$ cat config.mk
export PLATFORM = sky130hd
export DESIGN_NAME = pipeline_flow_ctrl
export DESIGN_NICKNAME = d
export VERILOG_FILES = /design/src/rtl/pipeline_flow_ctrl_pkg.sv /design/src/rtl/pipeline_flow_ctrl_hazard_match.sv /design/src/rtl/pipeline_flow_ctrl.sv
export SDC_FILE = /design/constraint.sdc
export NUM_CORES = 1
export LEC_CHECK = 0
export ABC_CLOCK_PERIOD_IN_PS = 3500
export BUFFER_PORTS_ARGS = -buffer_cell sky130_fd_sc_hd__buf_2
export CORE_MARGIN = 1.5
export CORE_UTILIZATION = 48
export CTS_CLUSTER_DIAMETER = 150
export CTS_CLUSTER_SIZE = 12
export DETAILED_ROUTE_END_ITERATION = 7
export HOLD_SLACK_MARGIN = 0.03
export PLACE_DENSITY = 0.92
export SETUP_SLACK_MARGIN = 0.1
export SYNTH_ARGS = -nofsm -noshare
export SYNTH_HDL_FRONTEND = slang
export SYNTH_SLANG_ARGS = --single-unit
$ cat constraint.sdc
create_clock -name clk -period 3.5 [get_ports clk]
set_input_delay 0.175 -clock clk [delete_from_list [all_inputs] [get_ports clk]]
set_output_delay 0.175 -clock clk [all_outputs]
set_load 0.02 [all_outputs]
$ cat src/rtl/pipeline_flow_ctrl_pkg.sv
// Shared encodings for the pipeline hazard/sequencing controller: stage cond codes,
// forwarding selects, register-address constants and the mult/div wait FSM states.
package pipeline_flow_ctrl_pkg;

  localparam logic [1:0] COND_FLOW  = 2'b00;
  localparam logic [1:0] COND_STALL = 2'b01;
  localparam logic [1:0] COND_ZERO  = 2'b10;

  localparam logic [1:0] FWD_REG     = 2'd0;
  localparam logic [1:0] FWD_EX      = 2'd1;
  localparam logic [1:0] FWD_ME      = 2'd2;
  localparam logic [1:0] FWD_ME_LOAD = 2'd3;

  localparam logic [6:0] REG_NONE     = 7'd0;
  localparam logic [6:0] REG_HI       = 7'd32;
  localparam logic [6:0] REG_LO       = 7'd33;
  localparam logic [6:0] REG_CP0_BASE = 7'd64;

  typedef enum logic [1:0] {
    StRun,
    StMdWait,
    StMdDrain
  } md_state_e;

  // A load still in EX has no data yet; that case is covered by the load-use stall.
  function automatic logic [1:0] fwd_select(input logic ex_match, input logic me_match,
                                            input logic ex_dmem_r, input logic me_dmem_r);
    if (ex_match && !ex_dmem_r) return FWD_EX;
    if (me_match) return me_dmem_r ? FWD_ME_LOAD : FWD_ME;
    return FWD_REG;
  endfunction

endpackage

$ cat src/rtl/pipeline_flow_ctrl_hazard_match.sv
// Address compare for one ID source operand against the EX and ME destinations.
module pipeline_flow_ctrl_hazard_match
  import pipeline_flow_ctrl_pkg::*;
(
  input  logic [6:0] raddr,
  input  logic [6:0] ex_waddr,
  input  logic [6:0] me_waddr,
  output logic       ex_match,
  output logic       me_match
);

  logic raddr_valid;

  assign raddr_valid = (raddr != REG_NONE);
  assign ex_match    = raddr_valid && (raddr == ex_waddr);
  assign me_match    = raddr_valid && (raddr == me_waddr);

endmodule

$ cat src/rtl/pipeline_flow_ctrl.sv
// Hazard and sequencing controller for the 5-stage pipe: per-stage cond codes, ID forwarding
// selects, and the mult/div wait FSM with its watchdog.
module pipeline_flow_ctrl
  import pipeline_flow_ctrl_pkg::*;
#(
  parameter int unsigned MD_TIMEOUT = 40,
  parameter int unsigned CNT_W      = 6
) (
  input  logic       clk,
  input  logic       reset,
  input  logic       cpu_stall,
  input  logic [6:0] id_raddr1,
  input  logic [6:0] id_raddr2,
  input  logic       id_uses_rt,
  input  logic [6:0] ex_waddr,
  input  logic [6:0] me_waddr,
  input  logic [6:0] wb_waddr,
  input  logic       ex_dmem_r,
  input  logic       me_dmem_r,
  input  logic       ex_cal_ena,
  input  logic       ex_cal_finish,
  input  logic       ex_overflow,
  output logic [1:0] if_cond,
  output logic [1:0] id_cond,
  output logic [1:0] ex_cond,
  output logic [1:0] me_cond,
  output logic [1:0] wb_cond,
  output logic [1:0] fwd_a_sel,
  output logic [1:0] fwd_b_sel,
  output logic [1:0] fwd_rt_sel,
  output logic       md_busy,
  output logic       md_timeout
);

  md_state_e        state_q, state_d;
  logic [CNT_W-1:0] cnt_q, cnt_d;
  logic             md_busy_q, md_busy_d;
  logic             md_timeout_q, md_timeout_d;

  logic       a_ex, a_me, b_ex, b_me, rt_ex, rt_me;
  logic [6:0] rt_raddr;
  logic       md_stall, load_use;

  // WB writes the regfile before ID reads it, so its destination never needs a compare.
  logic unused_wb_waddr;
  assign unused_wb_waddr = ^wb_waddr;

  assign rt_raddr = id_uses_rt ? id_raddr2 : REG_NONE;

  pipeline_flow_ctrl_hazard_match u_match_a (
    .raddr    (id_raddr1),
    .ex_waddr (ex_waddr),
    .me_waddr (me_waddr),
    .ex_match (a_ex),
    .me_match (a_me)
  );

  pipeline_flow_ctrl_hazard_match u_match_b (
    .raddr    (id_raddr2),
    .ex_waddr (ex_waddr),
    .me_waddr (me_waddr),
    .ex_match (b_ex),
    .me_match (b_me)
  );

  pipeline_flow_ctrl_hazard_match u_match_rt (
    .raddr    (rt_raddr),
    .ex_waddr (ex_waddr),
    .me_waddr (me_waddr),
    .ex_match (rt_ex),
    .me_match (rt_me)
  );

  always_ff @(posedge clk or posedge reset) begin
    if (reset) begin
      state_q      <= StRun;
      cnt_q        <= '0;
      md_busy_q    <= 1'b0;
      md_timeout_q <= 1'b0;
    end else begin
      state_q      <= state_d;
      cnt_q        <= cnt_d;
      md_busy_q    <= md_busy_d;
      md_timeout_q <= md_timeout_d;
    end
  end

  always_comb begin
    state_d      = state_q;
    cnt_d        = cnt_q;
    md_timeout_d = md_timeout_q;
    if (!cpu_stall) begin
      case (state_q)
        StRun: begin
          if (ex_cal_ena && !ex_cal_finish) begin
            state_d = StMdWait;
            cnt_d   = '0;
          end
        end
        StMdWait: begin
          cnt_d = cnt_q + 1'b1;
          if (ex_cal_finish) begin
            state_d = StMdDrain;
          end else if (cnt_q == CNT_W'(MD_TIMEOUT - 1)) begin
            state_d      = StMdDrain;
            md_timeout_d = 1'b1;
          end
        end
        StMdDrain: state_d = StRun;
        default:   state_d = StRun;
      endcase
    end
    md_busy_d = (state_d == StMdWait);
  end

  assign md_stall = (state_q == StMdWait) ||
                    ((state_q == StRun) && ex_cal_ena && !ex_cal_finish);
  assign load_use = ex_dmem_r && (a_ex || b_ex);

  always_comb begin
    if_cond = COND_FLOW;
    id_cond = COND_FLOW;
    ex_cond = COND_FLOW;
    me_cond = COND_FLOW;
    wb_cond = COND_FLOW;
    if (reset) begin
      if_cond = COND_ZERO;
      id_cond = COND_ZERO;
      ex_cond = COND_ZERO;
      me_cond = COND_ZERO;
      wb_cond = COND_ZERO;
    end else if (cpu_stall) begin
      if_cond = COND_STALL;
      id_cond = COND_STALL;
      ex_cond = COND_STALL;
      me_cond = COND_STALL;
      wb_cond = COND_STALL;
    end else if (md_stall) begin
      if_cond = COND_STALL;
      id_cond = COND_STALL;
      ex_cond = COND_STALL;
      me_cond = COND_ZERO;
    end else if (ex_overflow) begin
      me_cond = COND_ZERO;
    end else if (load_use) begin
      if_cond = COND_STALL;
      id_cond = COND_STALL;
      ex_cond = COND_ZERO;
    end
  end

  always_comb begin
    fwd_a_sel  = FWD_REG;
    fwd_b_sel  = FWD_REG;
    fwd_rt_sel = FWD_REG;
    if (id_cond == COND_FLOW) begin
      fwd_a_sel  = fwd_select(a_ex, a_me, ex_dmem_r, me_dmem_r);
      fwd_b_sel  = fwd_select(b_ex, b_me, ex_dmem_r, me_dmem_r);
      fwd_rt_sel = fwd_select(rt_ex, rt_me, ex_dmem_r, me_dmem_r);
    end
  end

  assign md_busy    = md_busy_q;
  assign md_timeout = md_timeout_q;

endmodule

After elaboration in Yosys (flattened, before gate mapping)
Index checks and enable logic that the tools add are counted.
Widths: inputs -> output; s select.

operators by class
  reduce and logical (&&, ||, !) cells = 25
  equal/unequal tests = 10
  bitwise logic cells = 2
  add/subtract/negate cells = 1
  muxes and demuxes = 55

operator list
  operator             count
  $mux 2               30
  $eq 7x7->1           6
  $mux 1               21
  $reduce_bool 7->1    3
  $logic_and 1x1->1    13
  $pmux 6 s2           1
  $mux 7               1
  $add 6x1->6 const B  1
  $eq 6x6->1 const B   1
  $mux 6               1
  $eq 2x1->1 const B   2
  $logic_not 2->1      2
  $pmux 2 s2           1
  $reduce_and 4->1     1
  $reduce_and 3->1     1
  $logic_not 1->1      2
  $logic_or 1x1->1     2
  $ne 2x2->1 const B   1
  $not 1->1            2
  $reduce_bool 2->1    1

storage, ports and cells
  output and inout port bits = 18
  register bits after elaboration = 10
  input bits = 44

Logic depth before layout (Yosys ltp)
Gate-level depths: netlist of run 1.

  depth in word-level cells = 16
  depth in mapped cells = 6

Cells and area by module
From an unflattened synthesis of run 1, not the netlist that was laid out.

second synthesis, totals
  cell total of the unflattened synthesis = 151
  area total of the unflattened synthesis = 1251.2 µm²

modules (own cells, without submodules)
  module                           cells an instance  area an instance (µm²)  instances
  pipeline_flow_ctrl               85                 725.7                   1
  pipeline_flow_ctrl_hazard_match  22                 175.2                   3

Worst setup path after synthesis of run 1
No wires, ideal clock.

  path type = input -> output
  start point = input id_raddr2[2]
  end point = output fwd_a_sel[1]
  slack = 1584 ps
  path buffers = 0
  arrival time = 1741 ps
  stages on the path = 5
  path through = or4_4 > nor4_4 > or2_2 > o2111ai_4 > nor3_1

between the ends
  cells in the longest elaborated chain, start to end = 11
  elaborated cells between the ends (all ways) = 12

ends and longest elaborated chain
  element                                                 RTL line                                                                      RTL
  start: declaration                                      pipeline_flow_ctrl.sv:13                                                      input logic [6:0] id_raddr2,
  $eq 7x7->1 / $reduce_bool 7->1 (equally long branches)  pipeline_flow_ctrl_hazard_match.sv:15, pipeline_flow_ctrl_hazard_match.sv:14
  $logic_and 1x1->1 (*)                                   pipeline_flow_ctrl_hazard_match.sv:15                                         assign ex_match = raddr_valid && (raddr == ex_waddr);
  $logic_or 1x1->1 (*)                                    pipeline_flow_ctrl.sv:118                                                     assign load_use = ex_dmem_r && (a_ex || b_ex);
  $logic_and 1x1->1 (*)                                   pipeline_flow_ctrl.sv:118
  $mux 1 (*)                                              pipeline_flow_ctrl.sv:145                                                     end else if (load_use) begin
  $mux 1 (*)                                              pipeline_flow_ctrl.sv:143                                                     end else if (ex_overflow) begin
  $mux 1 (*)                                              pipeline_flow_ctrl.sv:138                                                     end else if (md_stall) begin
  $mux 1 (*)                                              pipeline_flow_ctrl.sv:132                                                     end else if (cpu_stall) begin
  $mux 2 (*)                                              pipeline_flow_ctrl.sv:126                                                     if (reset) begin
  $logic_not 2->1 (*)                                     pipeline_flow_ctrl.sv:156                                                     if (id_cond == COND_FLOW) begin
  $mux 2 (*)                                              pipeline_flow_ctrl.sv:156
  end: declaration                                        pipeline_flow_ctrl.sv:28                                                      output logic [1:0] fwd_a_sel,

Mark *: on every way between the ends. The rest lies on a longest branch, timed or not.

Worst setup path in the final report of run 1
  start point = input reset
  end point = output fwd_rt_sel[1]

between the ends
  cells in the longest elaborated chain, start to end = 3

ends and longest elaborated chain
  element             RTL line                   RTL
  start: declaration  pipeline_flow_ctrl.sv:10   input logic reset,
  $mux 2              pipeline_flow_ctrl.sv:126
  $logic_not 2->1     pipeline_flow_ctrl.sv:156
  $mux 2              pipeline_flow_ctrl.sv:156
  end: declaration    pipeline_flow_ctrl.sv:30   output logic [1:0] fwd_rt_sel,

Every way passes these cells.

==> results of run 1 <==
-- state kept, by name, summed over array words and instances (netlist names) --
name,flops
md_busy,1
cnt_q,6
md_timeout,1
state_q,2
-- how the worst max path moves through the flow --
| stage | from | endpoint | slack, ns | depth (start not counted) |
|---|---|---|---|---|
| after global placement | id_raddr2[2] | fwd_rt_sel[1] | 1.44 | 7 |
| after detailed placement | id_raddr2[2] | fwd_rt_sel[1] | 1.43 | 7 |
| after floorplan | id_raddr2[2] | fwd_a_sel[1] | 1.58 | 5 |
| after global routing | reset | fwd_rt_sel[1] | 1.20 | 6 |
| after CTS | reset | fwd_rt_sel[1] | 1.36 | 6 |
| final | reset | fwd_rt_sel[1] | 1.35 | 6 |
-- logic make-up after synthesis --
group | after synthesis | synth area share (%)
xor+xnor | 32 | 24.9
simple gates | 60 | 30.8
flops | 10 | 22.3
compound gates | 21 | 14.5
fa+ha+maj | 1 | 1.11
buf+inv | 14 | 6.35
-- metal layers --
metal | vias to the layer above | track usage, % | share of wire, %
met5 | - | 0 | 0
met4 | 0 | 10.5 | 2.3
met3 | 6 | 2.05 | 6.3
met2 | 44 | 44.0 | 50
met1 | 538 | 23.0 | 41
li1 | 595 | - | -
-- through the flow --
step / hold slack (ns) / utilization [%] / power (mW)
2_1_floorplan: 0.0578 / - / 0.276
3_3_place_gp: 0.252 / 62.6 / 0.334
3_5_place_dp: 0.266 / 62.6 / 0.339
4_1_cts: 0.217 / 64.0 / 0.419
5_1_grt: 0.257 / 64.0 / 0.444
6_report: 0.227 / 64.0 / 0.415
-- final cells by class --
| class | count | share of cell area (%) |
|---|---|---|
| Clock buffer | 3 | 1.59 |
| Inverter | 7 | 1.86 |
| Multi-Input combinational cell | 114 | 56.6 |
| Sequential cell | 10 | 17.7 |
| Tap cell | 28 | 2.47 |
| Timing Repair Buffer | 55 | 19.8 |
-- worst reg2reg max path: stages, from the launching register on --
cell       delay [ns]
dfrtp_1          0.39
nand3_1          0.11
a2111oi_0        0.61
nand3_1          0.18
xor2_1           0.17
nor2_1           0.05
-- what timing repair did --
item,in CTS,in global routing
setup endpoints to repair,0,0
hold endpoints to repair,10,0
hold buffers,1,0
-- power by group through the flow --
| stage | combinational, mW | clock [mW] | sequential, mW |
|---|---|---|---|
| 2_1_floorplan | 0.116 | 0 | 0.160 |
| 3_3_place_gp | 0.173 | 0 | 0.161 |
| 3_5_place_dp | 0.176 | 0 | 0.163 |
| 4_1_cts | 0.179 | 0.0801 | 0.161 |
| 5_1_grt | 0.198 | 0.0834 | 0.163 |
| 6_report | 0.178 | 0.0765 | 0.160 |
-- cells in the mapped netlist, drive strengths merged --
library cell	number
a2111oi	1
a211oi	2
a21o	1
a21oi	4
a22o	1
a311oi	1
and2	1
and3	1
and3b	1
and4bb	1
buf	5
clkbuf	2
dfrtp	10
ha	1
inv	7
nand2	4
nand2b	5
nand3	8
nand4	2
nor2	12
nor2b	4
nor3	7
nor3b	1
nor4	9
o2111ai	2
o21a	1
o21ai	3
o22ai	3
o31a	1
o41ai	1
or2	2
or3	1
or4	1
xnor2	9
xor2	23
-- placed cells by master, fill, tap and decap left out, types with 5 or more instances in the layout --
cell	n
nor2_1	12
xor2_1	23
inv_1	7
dfrtp_1	10
nand3_1	8
nor3_1	7
nand2b_1	5
buf_2	54
xnor2_1	9
nor4_1	8
==> flow_metrics.py, run 1 <==
metrics = {
    "synth": {
        "synth_top_area_share_pct": 22.3,
        "ys_ff_latch": 10,
        "avgSynthCellArea_um2": 8.14,
        "synth_largest_area_cell": "dfrtp_1",
        "synth_nets": 183,
        "synthCells": 138,
        "ys_warn_count": 0,
        "syn_area_um2": 1120,
        "yosysSeqAreaShare_pct": 22.3,
        "synth_area_leaders": "dfrtp_1, xor2_1, xnor2_1",
        "synth_cell_types": 37,
    },
    "clock_tree": {
        "cts_resized": 0,
        "clk_pin_slew_ns": 0.06,
        "cts_buffers": 3,
        "cts_setup_buffers": 0,
        "cts_tree": "yes",
        "worstSkewPairLatency_ns": 0.26,
        "cts_max_path_buffers": 2,
        "cts.sinks": 10,
        "root_buffer": "clkbuf_4",
        "htreeDepth": 1,
    },
    "detailed_routing": {
        "drt_pre_antenna_iters": 4,
        "via_count": 1183,
        "ant_nets": 0,
        "route.detailed.drc": 0,
        "wl_um": 2900,
        "via_per_inst": 5.45,
        "drt-initial-drc-count": 16,
        "post_drt_wl_per_cell_um": 13.3,
    },
    "placement": {
        "portBuffers": 54,
        "dp_hpwl_um": 2350,
        "dp_slack_ns": 1.43,
        "post-place-cells": 213,
        "gp_congestion": 0.812,
        "placedInstanceArea_um2": 1380,
    },
    "sta": {
        "rsz0062_at_grt": "no",
        "post-route-period-util_pct": 61.4,
        "hold_viol_final": 0,
        "setup_viol": 0,
        "finalClockSkew_ns": 0.000761,
        "tns_ns": 0,
        "fmax_mhz": 465,
        "setup_ws_ns": 1.35,
        "relSlewSlack_pct": 49.2,
        "worst_pin_slew_ns": 0.756,
        "final_max_slew_viol_count": 0,
        "fin_crit_ns": 2.15,
    },
    "die": {
        "die_w_um": 51.4,
        "fp-row-count": 17,
        "ios": 62,
        "die_area_um2": 2640,
        "start_util_pct": 50.8,
        "die_h_um": 51.4,
        "core_area_um2": 2210,
    },
    "cells_and_area": {
        "fin_area_um2": 1420,
        "fillers": 209,
        "insertedDiodeCount": 0,
        "nets": 236,
        "final_cells": 217,
        "multiInputGateArea_um2": 802,
        "layout-drive-gt1-share_pct": 32.8,
        "syn_to_final_growth_pct": 26.1,
        "regArea_um2": 250,
    },
    "grt": {
        "antenna_found_initial": 0,
        "track_usage_pct": 22.3,
        "grt_pass1_vias": 1159,
        "grt_remaining_overflow": 0,
        "grt_max_degree": 14,
        "grt_first_pass_wirelength_um": 4560,
    },
    "worst_setup_path": {
        "cp_slowest_cell": "dlygate4sd3_1",
        "rr_worst_depth": 5,
        "path_common_cell": "buf_2",
        "worstSetupPathType": "input pin to primary output",
        "path_delay_family": "buffers and inverters",
        "r2r-start": "cnt_q[0]$_DFFE_PP0P_",
        "r2r_end": "cnt_q[5]$_DFFE_PP0P_",
        "crit_required_ns": 3.32,
        "max_stage_delay_ns": 0.55,
        "path_cells": "dlygate4sd3_1 > buf_2 > inv_1 > o2111ai_4 > and4bb_1 > buf_2",
        "critPathArrivalTime_ns": 1.97,
        "r2r_slack_ns": 1.83,
        "start_kind": "input pin",
        "critPathBufInv": 4,
        "crit_path_max_fanout": 13,
        "critPathCaptureType": "primary output",
    },
    "power_and_ir_drop": {
        "pwr-share-clk_pct": 18.4,
        "p_per_area_nw_per_um2": 293,
        "combPwrFrac_pct": 42.9,
        "internal-power_mw": 0.254,
        "cellLeakagePower_nw": 0.672,
        "seqPwrFrac_pct": 38.6,
        "switching_share_pct": 38.7,
        "p_switching_mw": 0.161,
        "max-vdd-ir-drop_mv": 0.299,
    },
    "min_path": {
        "hold_path_class": "input pin to flop",
        "holdPathStages": 2,
        "holdPathEnd": "cnt_q[1]$_DFFE_PP0P_",
        "holdCritStartpoint": "cpu_stall",
    },
    "job": {
        "max_cap_viol_count": 0,
    },
    "outcome": {
        "status": "finished clean",
    },
}
Power figures use the tool's default switching activity.
==> inputs of run 2 (changes only) <==
--- a/config.mk
+++ b/config.mk
@@ -5,15 +5,16 @@
 export SDC_FILE = /design/constraint.sdc
 export NUM_CORES = 1
 export LEC_CHECK = 0
-export ABC_CLOCK_PERIOD_IN_PS = 3500
+export ABC_AREA = 1
+export ABC_CLOCK_PERIOD_IN_PS = 1700
 export BUFFER_PORTS_ARGS = -buffer_cell sky130_fd_sc_hd__buf_2
 export CORE_MARGIN = 1.5
-export CORE_UTILIZATION = 48
+export CORE_UTILIZATION = 44
 export CTS_CLUSTER_DIAMETER = 150
 export CTS_CLUSTER_SIZE = 12
 export DETAILED_ROUTE_END_ITERATION = 7
 export HOLD_SLACK_MARGIN = 0.03
-export PLACE_DENSITY = 0.92
+export PLACE_DENSITY = 0.84
 export SETUP_SLACK_MARGIN = 0.1
 export SYNTH_ARGS = -nofsm -noshare
 export SYNTH_HDL_FRONTEND = slang
==> constraint.sdc (replaced) <==
create_clock -name clk -period 1.7 [get_ports clk]
set_input_delay 0.085 -clock clk [delete_from_list [all_inputs] [get_ports clk]]
set_output_delay 0.085 -clock clk [all_outputs]
set_load 0.02 [all_outputs]
==> run 2 against run 1 <==
Effect of this change: non-clock buffer count is 4 higher; register-to-register slack got worse by 1.6 ns; area after synthesis grew 30%; clock-buffer cell count is the same; setup slack got worse by 1.2 ns; via count rose by 45%; critical path depth up 2; wire length increased by 34%; largest cell class unchanged.
==> flow_metrics.py, run 2 <==
metrics = {
    "synth": {
        "avgSynthCellArea_um2": 5.49,
        "yosys_most_used_dff": "dfrtp_1",
        "synth_cell_types": 26,
        "synth_area_leaders": "nand2_1, dfrtp_1, nor2_1",
        "ys_ff_latch": 10,
        "post-synth-top-count-cell": "nand2_1",
        "synth_async_sr_flop_share_pct": 100,
        "synth_largest_area_cell": "nand2_1",
        "synth_edf_count": 0,
        "ys_warn_count": 0,
        "syn_area_um2": 1460,
        "yosysSeqAreaShare_pct": 17.1,
        "synth_nets": 311,
        "synthTopCellsByCount": "nand2_1, nor2_1, inv_1, nand3_1, nand4_1",
        "synth_top_area_share_pct": 22.6,
        "synthCells": 266,
    },
    "power_and_ir_drop": {
        "internal-power_mw": 0.639,
        "seqPwrFrac_pct": 29.0,
        "p_per_area_nw_per_um2": 627,
        "cellLeakagePower_nw": 1.05,
        "p_switching_mw": 0.530,
        "max-vdd-ir-drop_mv": 0.270,
        "switching_share_pct": 45.4,
        "combPwrFrac_pct": 57.0,
        "pwr-share-clk_pct": 14.0,
    },
    "sta": {
        "fmax_mhz": 654,
        "hold_viol_final": 0,
        "setup_viol": 0,
        "tns_ns": 0,
        "rsz0062_at_grt": "yes",
        "relSlewSlack_pct": 77.4,
        "post-route-period-util_pct": 90.0,
        "final_max_slew_viol_count": 0,
        "finalClockSkew_ns": 0.0177,
        "fin_crit_ns": 1.53,
        "worst_pin_slew_ns": 0.337,
    },
    "worst_setup_path": {
        "cp-endpoint": "fwd_a_sel[1]",
        "crit_required_ns": 1.62,
        "rr_worst_depth": 8,
        "worstSetupPathType": "flop to primary output",
        "start_kind": "flop",
        "critPathArrivalTime_ns": 1.44,
        "cp-startpoint": "state_q[0]$_DFF_PP0_",
        "r2r-start": "state_q[1]$_DFF_PP0_",
        "r2r_slack_ns": 0.28,
        "r2r_end": "cnt_q[5]$_DFFE_PP0P_",
        "critPathCaptureType": "primary output",
        "crit_path_max_fanout": 6,
    },
    "die": {
        "die_h_um": 60.6,
        "start_util_pct": 47.1,
        "ios": 62,
        "fp-row-count": 20,
        "core_area_um2": 3100,
        "die_w_um": 60.6,
        "die_area_um2": 3680,
    },
    "cells_and_area": {
        "layout_commonest_cell": "nand2_1",
        "top_register": "cnt_q",
        "reg_top3": "cnt_q: 6 flops, state_q: 2 flops",
        "largest_reg_flops": 6,
        "mostFrequentLayoutCells": "nand2_1, buf_2, nor2_1, inv_1, nand3_1",
        "layout-drive-gt1-share_pct": 28.0,
        "insertedDiodeCount": 0,
        "nets": 369,
        "syn_to_final_growth_pct": 27.5,
        "fin_util_pct": 60.0,
    },
    "detailed_routing": {
        "wl_um": 3880,
        "via_count": 1721,
        "drt_pre_antenna_iters": 4,
        "post_drt_wl_per_cell_um": 10.6,
        "route.detailed.drc": 0,
        "via_per_inst": 4.70,
        "ant_nets": 0,
        "drt-initial-drc-count": 68,
    },
    "grt": {
        "grt_pass1_vias": 1522,
        "antenna_found_initial": 0,
        "grt_remaining_overflow": 0,
        "track_usage_pct": 21.6,
        "grt_max_degree": 13,
        "grt_first_pass_wirelength_um": 6190,
    },
    "clock_tree": {
        "root_buffer": "clkbuf_4",
        "cts_max_path_buffers": 2,
        "cts.sinks": 10,
        "cts_buffers": 3,
        "worstSkewPairLatency_ns": 0.27,
        "clk_pin_slew_ns": 0.08,
        "cts_tree": "yes",
        "htreeDepth": 1,
    },
    "min_path": {
        "hold_path_class": "input pin to flop",
    },
    "placement": {
        "dp_hpwl_um": 3260,
        "gp_congestion": 0.902,
        "portBuffers": 54,
    },
    "job": {
        "max_cap_viol_count": 0,
    },
    "outcome": {
        "status": "finished clean",
    },
}
==> run 2: worst min-delay path by stage <==
stage | from | cells after the start | to
finish | ex_cal_finish | 4 | md_timeout$_DFFE_PP0P_
detailed placement | reset | 3 | cnt_q[2]$_DFFE_PP0P_
global placement | reset | 3 | cnt_q[1]$_DFFE_PP0P_
floorplan | reset | 1 | cnt_q[0]$_DFFE_PP0P_
CTS | ex_cal_finish | 4 | md_timeout$_DFFE_PP0P_
global route | ex_cal_finish | 4 | md_timeout$_DFFE_PP0P_
==> run 2: layout make-up <==
cell class	count	area (µm²)
repair buffers	59	342
well taps	44	55.1
flip-flops and latches	10	250
inverters	45	169
multi-input cells	205	1020
fillers	331	1240
clock buffers	3	22.5
==> run 2: cells by family (layout without fill, tap and decap cells) <==
family                     Yosys count  after routing  synth area share [%]
AOI/OAI and AO/OA                   17             17                  6.42
xor gates and xnor gates            14             14                  8.39
adders and majority gates            1              1                 0.856
buffers and inverters               51            107                  14.9
DFF                                 10             10                  17.1
and+or+nand+nor                    173            173                  52.3
==> run 2: what timing repair did <==
action	in CTS	in global routing
pin swaps	0	6
gates resized for setup	2	18
setup endpoints to repair	10	10
hold endpoints to repair	10	0
hold buffers	1	0
buffers inserted	0	3
==> run 2: power groups by stage <==
stage / Combinational, mW / Sequential [mW] / Clock, mW
floorplan: 0.402 / 0.351 / 0
global placement: 0.562 / 0.341 / 0
detailed placement: 0.577 / 0.343 / 0
CTS: 0.592 / 0.338 / 0.164
global route: 0.749 / 0.346 / 0.179
finish: 0.667 / 0.339 / 0.163
==> run 2: stage by stage <==
| step | cell area (µm²) | hold WS [ns] | total power, mW | instances | worst slack [ns] |
|---|---|---|---|---|---|
| 4_1_cts | 1790 | 0.0852 | 1.09 | 363 | 0.114 |
| 2_1_floorplan | 1460 | -0.0216 | 0.753 | 266 | 0.259 |
| 3_5_place_dp | 1750 | 0.218 | 0.919 | 359 | 0.311 |
| 5_1_grt | 1860 | 0.0959 | 1.27 | 366 | 0.0801 |
| 6_report | 1860 | 0.0762 | 1.17 | 366 | 0.171 |
| 3_3_place_gp | 1750 | 0.218 | 0.903 | 359 | 0.337 |
==> run 2: layer usage <==
layer	GRT usage, %	vias to the layer above	part of all wire [%]	routed length, µm
li1	-	927	-	-
met1	29.1	748	47	1820
met2	37.8	46	48	1860
met3	3.41	0	5.0	194
met4	1.86	0	0	0
met5	0	-	0	0
==> run 2: critical path: stages, from the launching register on <==
cell and delay, ns:
dfrtp_1 0.38, inv_2 0.07, nand2_2 0.05, nand2_2 0.09
inv_2 0.05, nor2_4 0.13, nand3_4 0.15, nor2_4 0.14
buf_6 0.12
